File: src/rtl/vending_pkg.sv
// vending_pkg
// Shared types and constants for the vending controller slice.
//   state_t        : controller states (COLLECT, VEND, CHANGE)
//   SLOT_*         : bit positions of the coin slots in coin_req/coin_gnt
//   VAL_*          : value of each coin in nickels
//   coin_value()   : maps a one-hot (or zero) grant vector to its value
package vending_pkg;

    typedef enum logic [1:0] {
        ST_COLLECT = 2'd0,
        ST_VEND    = 2'd1,
        ST_CHANGE  = 2'd2
    } state_t;

    localparam int NUM_SLOTS    = 3;
    localparam int SLOT_NICKEL  = 0;
    localparam int SLOT_DIME    = 1;
    localparam int SLOT_QUARTER = 2;

    localparam logic [2:0] VAL_NICKEL  = 3'd1;
    localparam logic [2:0] VAL_DIME    = 3'd2;
    localparam logic [2:0] VAL_QUARTER = 3'd5;

    // A zero grant is worth nothing, so the adder can run unconditionally.
    function automatic logic [2:0] coin_value(input logic [2:0] gnt);
        logic [2:0] v;
        v = 3'd0;
        case (gnt)
            3'b001:  v = VAL_NICKEL;
            3'b010:  v = VAL_DIME;
            3'b100:  v = VAL_QUARTER;
            default: v = 3'd0;
        endcase
        return v;
    endfunction

endpackage

File: src/rtl/coin_arbiter.sv
// coin_arbiter
// Picks at most one requesting coin slot per cycle.
// Build option: define ARB_RR_EN for round-robin arbitration (search starts
// at the slot after the last granted one); otherwise fixed priority
// quarter > dime > nickel with no state.
// Ports:
//   i_clk, i_rst_n : clock and async active-low reset (used by round-robin only)
//   i_enable       : grants allowed this cycle
//   i_req[2:0]     : slot requests ([0]=nickel, [1]=dime, [2]=quarter)
//   o_gnt[2:0]     : one-hot grant or zero, combinational
module coin_arbiter
    import vending_pkg::*;
(
    input  logic       i_clk,
    input  logic       i_rst_n,
    input  logic       i_enable,
    input  logic [2:0] i_req,
    output logic [2:0] o_gnt
);

`ifdef ARB_RR_EN
    // r_ptr holds the slot where the next search begins, not the last winner.
    logic [1:0] r_ptr;
    logic [1:0] w_idx;
    logic [1:0] w_gnt_idx;
    logic       w_found;

    // Walk the slots starting at the pointer and take the first requester.
    always_comb begin
        o_gnt     = 3'b000;
        w_idx     = 2'd0;
        w_gnt_idx = 2'd0;
        w_found   = 1'b0;
        for (int i = 0; i < NUM_SLOTS; i++) begin
            w_idx = 2'((int'(r_ptr) + i) % NUM_SLOTS);
            if (i_enable && !w_found && i_req[w_idx]) begin
                o_gnt[w_idx] = 1'b1;
                w_gnt_idx    = w_idx;
                w_found      = 1'b1;
            end
        end
    end

    // The pointer only moves when something was actually granted.
    always_ff @(posedge i_clk or negedge i_rst_n) begin
        if (!i_rst_n) begin
            r_ptr <= 2'd0;
        end else if (w_found) begin
            r_ptr <= (w_gnt_idx == 2'd2) ? 2'd0 : w_gnt_idx + 2'd1;
        end
    end
`else
    logic w_unused;
    assign w_unused = i_clk ^ i_rst_n;

    // Highest-value coin first.
    always_comb begin
        o_gnt = 3'b000;
        if (i_enable) begin
            if (i_req[SLOT_QUARTER]) begin
                o_gnt[SLOT_QUARTER] = 1'b1;
            end else if (i_req[SLOT_DIME]) begin
                o_gnt[SLOT_DIME] = 1'b1;
            end else if (i_req[SLOT_NICKEL]) begin
                o_gnt[SLOT_NICKEL] = 1'b1;
            end
        end
    end
`endif

endmodule

File: src/rtl/vending_controller.sv
// vending_controller
// Coin-collecting vending FSM: accumulates credit, vends once credit reaches
// PRICE, then returns any remainder one nickel per cycle. A cancel in COLLECT
// refunds the whole credit.
// Build option: ARB_RR_EN selects round-robin coin arbitration (see coin_arbiter).
// Parameters: PRICE (nickels), CREDIT_W (credit register width).
// Ports:
//   i_clk, i_rst_n  : clock, async active-low reset
//   i_coin_req[2:0] : level-held coin requests ([0]=nickel,[1]=dime,[2]=quarter)
//   i_cancel        : refund request, honoured only in COLLECT
//   o_coin_gnt[2:0] : combinational one-hot grant or zero
//   o_dispense      : one-cycle vend pulse
//   o_change        : one pulse per nickel returned
//   o_busy          : high while vending or returning change
//   o_credit        : current credit in nickels (registered)
module vending_controller
    import vending_pkg::*;
#(
    parameter int PRICE    = 7,
    parameter int CREDIT_W = 6
) (
    input  logic                i_clk,
    input  logic                i_rst_n,
    input  logic [2:0]          i_coin_req,
    input  logic                i_cancel,
    output logic [2:0]          o_coin_gnt,
    output logic                o_dispense,
    output logic                o_change,
    output logic                o_busy,
    output logic [CREDIT_W-1:0] o_credit
);

    localparam logic [CREDIT_W-1:0] PRICE_C = CREDIT_W'(PRICE);
    localparam logic [CREDIT_W-1:0] ONE_C   = CREDIT_W'(1);

    state_t              r_state;
    state_t              w_state_next;
    logic [CREDIT_W-1:0] r_credit;
    logic [CREDIT_W-1:0] w_credit_next;
    logic [CREDIT_W-1:0] w_sum;
    logic [CREDIT_W-1:0] w_rem;
    logic [2:0]          w_gnt;
    logic                w_arb_en;

    // Reset is folded in so no grant can leak out while the block is held in reset.
    assign w_arb_en = i_rst_n && (r_state == ST_COLLECT) && !i_cancel;

    coin_arbiter u_arb (
        .i_clk    (i_clk),
        .i_rst_n  (i_rst_n),
        .i_enable (w_arb_en),
        .i_req    (i_coin_req),
        .o_gnt    (w_gnt)
    );

    assign w_sum      = r_credit + CREDIT_W'(coin_value(w_gnt));
    assign w_rem      = r_credit - PRICE_C;
    assign o_coin_gnt = w_gnt;
    assign o_credit   = r_credit;

    // Next-state, next-credit and pulse outputs; the change state counts the
    // credit register down to zero so it doubles as the refund counter.
    always_comb begin
        w_state_next  = r_state;
        w_credit_next = r_credit;
        o_dispense    = 1'b0;
        o_change      = 1'b0;
        o_busy        = 1'b0;
        case (r_state)
            ST_COLLECT: begin
                if (i_cancel) begin
                    if (r_credit != '0) begin
                        w_state_next = ST_CHANGE;
                    end
                end else if (w_gnt != 3'b000) begin
                    w_credit_next = w_sum;
                    if (w_sum >= PRICE_C) begin
                        w_state_next = ST_VEND;
                    end
                end
            end
            ST_VEND: begin
                o_dispense    = 1'b1;
                o_busy        = 1'b1;
                w_credit_next = w_rem;
                w_state_next  = (w_rem != '0) ? ST_CHANGE : ST_COLLECT;
            end
            ST_CHANGE: begin
                o_busy = 1'b1;
                if (r_credit != '0) begin
                    o_change      = 1'b1;
                    w_credit_next = r_credit - ONE_C;
                end
                if (r_credit <= ONE_C) begin
                    w_state_next = ST_COLLECT;
                end
            end
            default: begin
                w_state_next = ST_COLLECT;
            end
        endcase
    end

    // State and credit registers.
    always_ff @(posedge i_clk or negedge i_rst_n) begin
        if (!i_rst_n) begin
            r_state  <= ST_COLLECT;
            r_credit <= '0;
        end else begin
            r_state  <= w_state_next;
            r_credit <= w_credit_next;
        end
    end

endmodule

File: config.mk
export PLATFORM = sky130hd
export DESIGN_NAME = vending_controller
export DESIGN_NICKNAME = d
export VERILOG_FILES = /design/src/rtl/vending_pkg.sv /design/src/rtl/coin_arbiter.sv /design/src/rtl/vending_controller.sv
export SDC_FILE = /design/constraint.sdc
export NUM_CORES = 1
export LEC_CHECK = 0
export ABC_CLOCK_PERIOD_IN_PS = 3400
export CELL_PAD_IN_SITES_DETAIL_PLACEMENT = 1
export CELL_PAD_IN_SITES_GLOBAL_PLACEMENT = 1
export CORE_UTILIZATION = 38
export DETAILED_ROUTE_END_ITERATION = 8
export PLACE_DENSITY = 0.83
export SLEW_MARGIN = 10
export SYNTH_ARGS = -nofsm -noshare
export SYNTH_HDL_FRONTEND = slang
export SYNTH_SLANG_ARGS = --single-unit
File: constraint.sdc
create_clock -name i_clk -period 3.4 [get_ports i_clk]
set_clock_uncertainty 0.1 [all_clocks]
set_input_delay 0.34 -clock i_clk [delete_from_list [all_inputs] [get_ports i_clk]]
set_output_delay 0.34 -clock i_clk [all_outputs]
set_load 0.005 [all_outputs]
==> results <==
## critical path, delay by kind of cell, from the launching register on
family | cells | cell delay (ps)
adder cells (fa/ha/maj) | 3 | 840
AND/OR/NAND/NOR | 3 | 580
flip-flops | 1 | 380
multiplexers | 1 | 210
AO/OA/AOI/OAI | 4 | 900
buffers and inverters | 2 | 190
## synth_stat cells (2+ instances only)
cell type,instances
a31oi_1,4
a21o_1,2
nand3_1,8
buf_2,5
o21ai_1,4
or4_1,2
nand2_1,10
inv_1,8
dfrtp_1,8
mux2i_1,3
a22oi_1,2
clkbuf_1,3
and2_1,2
and3_1,3
a21oi_1,5
o21ai_0,3
nor3_1,2
nor2_1,10
o211ai_1,4
nand2b_1,3
and3b_1,3
nand4_1,2
xor2_1,4
ha_1,11
## per-stage QoR
| step | setup WS [ps] | util |
|---|---|---|
| after floorplan | 448 | - |
| after global placement | 134 | 0.483 |
| after detailed placement | -157 | 0.483 |
| after CTS | 24.2 | 0.492 |
| after global routing | -45.0 | 0.499 |
| final | 118 | 0.499 |
## cell type report
cell class              instances  area, um2
clock buffers                   3       22.5
fillers                       327       1260
inverters                       8       30.0
multi-input cells             108        783
flip-flops and latches          8        200
well taps                      30       37.5
repair buffers                 19        185
## worst paths after layout
kind | from | endpoint | slack, ps | depth (start not counted)
max | r_state[0] | r_state[1] | 120 | 13
max reg2reg | r_state[0] | r_state[1] | 120 | 13
max in group asynchronous | i_rst_n | o_credit[4] | 2750 | 2
min | i_rst_n | r_state[0] | 300 | 2
min in group i_clk | r_state[0] | r_state[0] | 520 | 2
min reg2reg | r_state[0] | r_state[0] | 520 | 2
## sequential cells by signal, indices dropped and copies added (netlist names)
name,cells
r_state,2
o_credit,6
## metal layers
metal | vias up | wire [um]
met5 | - | 0
met4 | 0 | 72
met3 | 9 | 132
met2 | 28 | 1710
met1 | 530 | 1450
li1 | 512 | -
## cells by family (layout without fill, tap and decap cells)
family                   Yosys count  after routing  synth area share
multiplexers                       4              4            0.0400
AND/OR/NAND/NOR                   52             52             0.274
flip-flops                         8              8             0.194
buffers and inverters             16             30            0.0642
AO/OA/AOI/OAI                     35             35             0.233
adder cells (fa/ha/maj)           12             12             0.153
XOR/XNOR                           5              5            0.0424
## power groups by stage
stage          Combinational [mW]  Sequential (mW)  Clock [mW]
3_5_place_dp                0.848            0.286           0
2_1_floorplan               0.628            0.206           0
3_3_place_gp                0.807            0.278           0
4_1_cts                     0.854            0.287      0.0765
6_report                    0.875            0.289      0.0782
5_1_grt                     0.972            0.304      0.0872
## what timing repair did
item / 4_1_cts / 5_1_grt
hold endpoints to repair: 0 / 0
setup endpoints to repair: 0 / 1
resized for setup: 0 / 3
==> results_dict.tcl <==
set metrics [dict create \
    fmax_mhz 305 \
    cts_num_sinks 8 \
    placed_area_mm2 0.00122 \
    cp.required_ps 3490 \
    path_cells "inv_1, ha_1, inv_1, nor2_1, and3_1, or2_2, ha_1, fa_2, a21o_1, a32oi_2, o211ai_1, a41oi_2, mux2i_1" \
    critPathKind "register to register" \
    n_antenna_cell 0 \
    ys_seq_elements 8 \
    synth_area_leaders "dfrtp_1, ha_1, nand3_1" \
    drc 0 \
    dp_hpwl_um 2540 \
    dp_cells 173 \
    drt_first_pass_iters 4 \
    start_util 0.409 \
    drt_wl_total_um 3360 \
    drtIter0Drc 9 \
    clk_pin_slew_ps 70 \
    cts_setup_buffers 0 \
    status "completed" \
    synth.net_count 150 \
    final_cell_mix "clkdlybuf4s50_1, ha_1, nor2_1, nand2_1" \
    maxSlewHeadroom 0.650 \
    p_leak_nw 0.549 \
    setup_violations 0 \
    grt_max_degree 17 \
    yosysWarnings 0 \
    final_common_cell "clkdlybuf4s50_1" \
    endpoint_kind "register" \
    synth_cell_types 45 \
    combPwrFrac 0.704 \
    hold_buffers 0 \
    synth_flop_cell "dfrtp_1" \
    async_flop_share 1.00 \
    timing.final.max_slew_violations 0 \
    path_max_fanout 5 \
    track_usage 0.250 \
    seq_area_frac_synth 0.194 \
    grt_antenna_before_repair 0 \
    viasPerCell 6.13 \
    vias 1079 \
    setup.worst_path.start_class "register" \
    worst_pin_slew_ps 524 \
    met3_usage 0.0593 \
    grt_overflow 0 \
    fin_cells 176 \
    power_mw 1.24 \
    use_met2 0.404 \
    gp_congestion 0.819 \
    cts_buffers 3 \
    grt_pass1_wl_um 5070 \
    cp_slowest_cell "dfrtp_1" \
    synth_area_mm2 0.00103 \
    cap_violations 0 \
    period_needed_ps 3280 \
    whs_ps 303 \
    grt_pass1_vias 1031 \
    clock_latency_ps 270 \
    core.rowCount 18 \
    die_area_mm2 0.00293 \
    antenna_left 0 \
    syn2layout_area_growth_pct 21.9 \
    synth_cells 132 \
    critPathArrivalTime_ps 3380 \
    fin_area_mm2 0.00126 \
    yosysTopAreaCellShare 0.194 \
    fin_crit_sh 0.965 \
    setup-tns-final_ps 0 \
    fin_nets 166 \
    io_buffers 17 \
    die_x_um 54.1 \
    met1_usage 0.326 \
    switching_power_mw 0.652 \
    p_per_area_mw_per_mm2 987 \
    clockBufferDepth 2 \
    cts_tree "built" \
    switching_share 0.524 \
    cts-root-buf "clkbuf_4" \
    slowest_delay_ps 380 \
    avgSynthCellArea_um2 7.82 \
    die_h_um 54.1 \
    wl_per_cell_um 19.1 \
    hold_viol_final 0 \
    io_pins 18 \
    grt.busiest_layer "met2" \
    core_mm2 0.00252 \
    synth-edff-count 0 \
    drive_gt1_frac 0.0822 \
    h-tree-depth 1 \
    power_frac_clock 0.063 \
    synth_top_area_cell "dfrtp_1" \
    p_int_mw 0.591 \
    seqPwrFrac 0.233 \
    peakVddDrop_mv 0.552 \
    min_path_type "input port to async pin" \
]
Note: power is estimated with default switching activity, not from simulation.
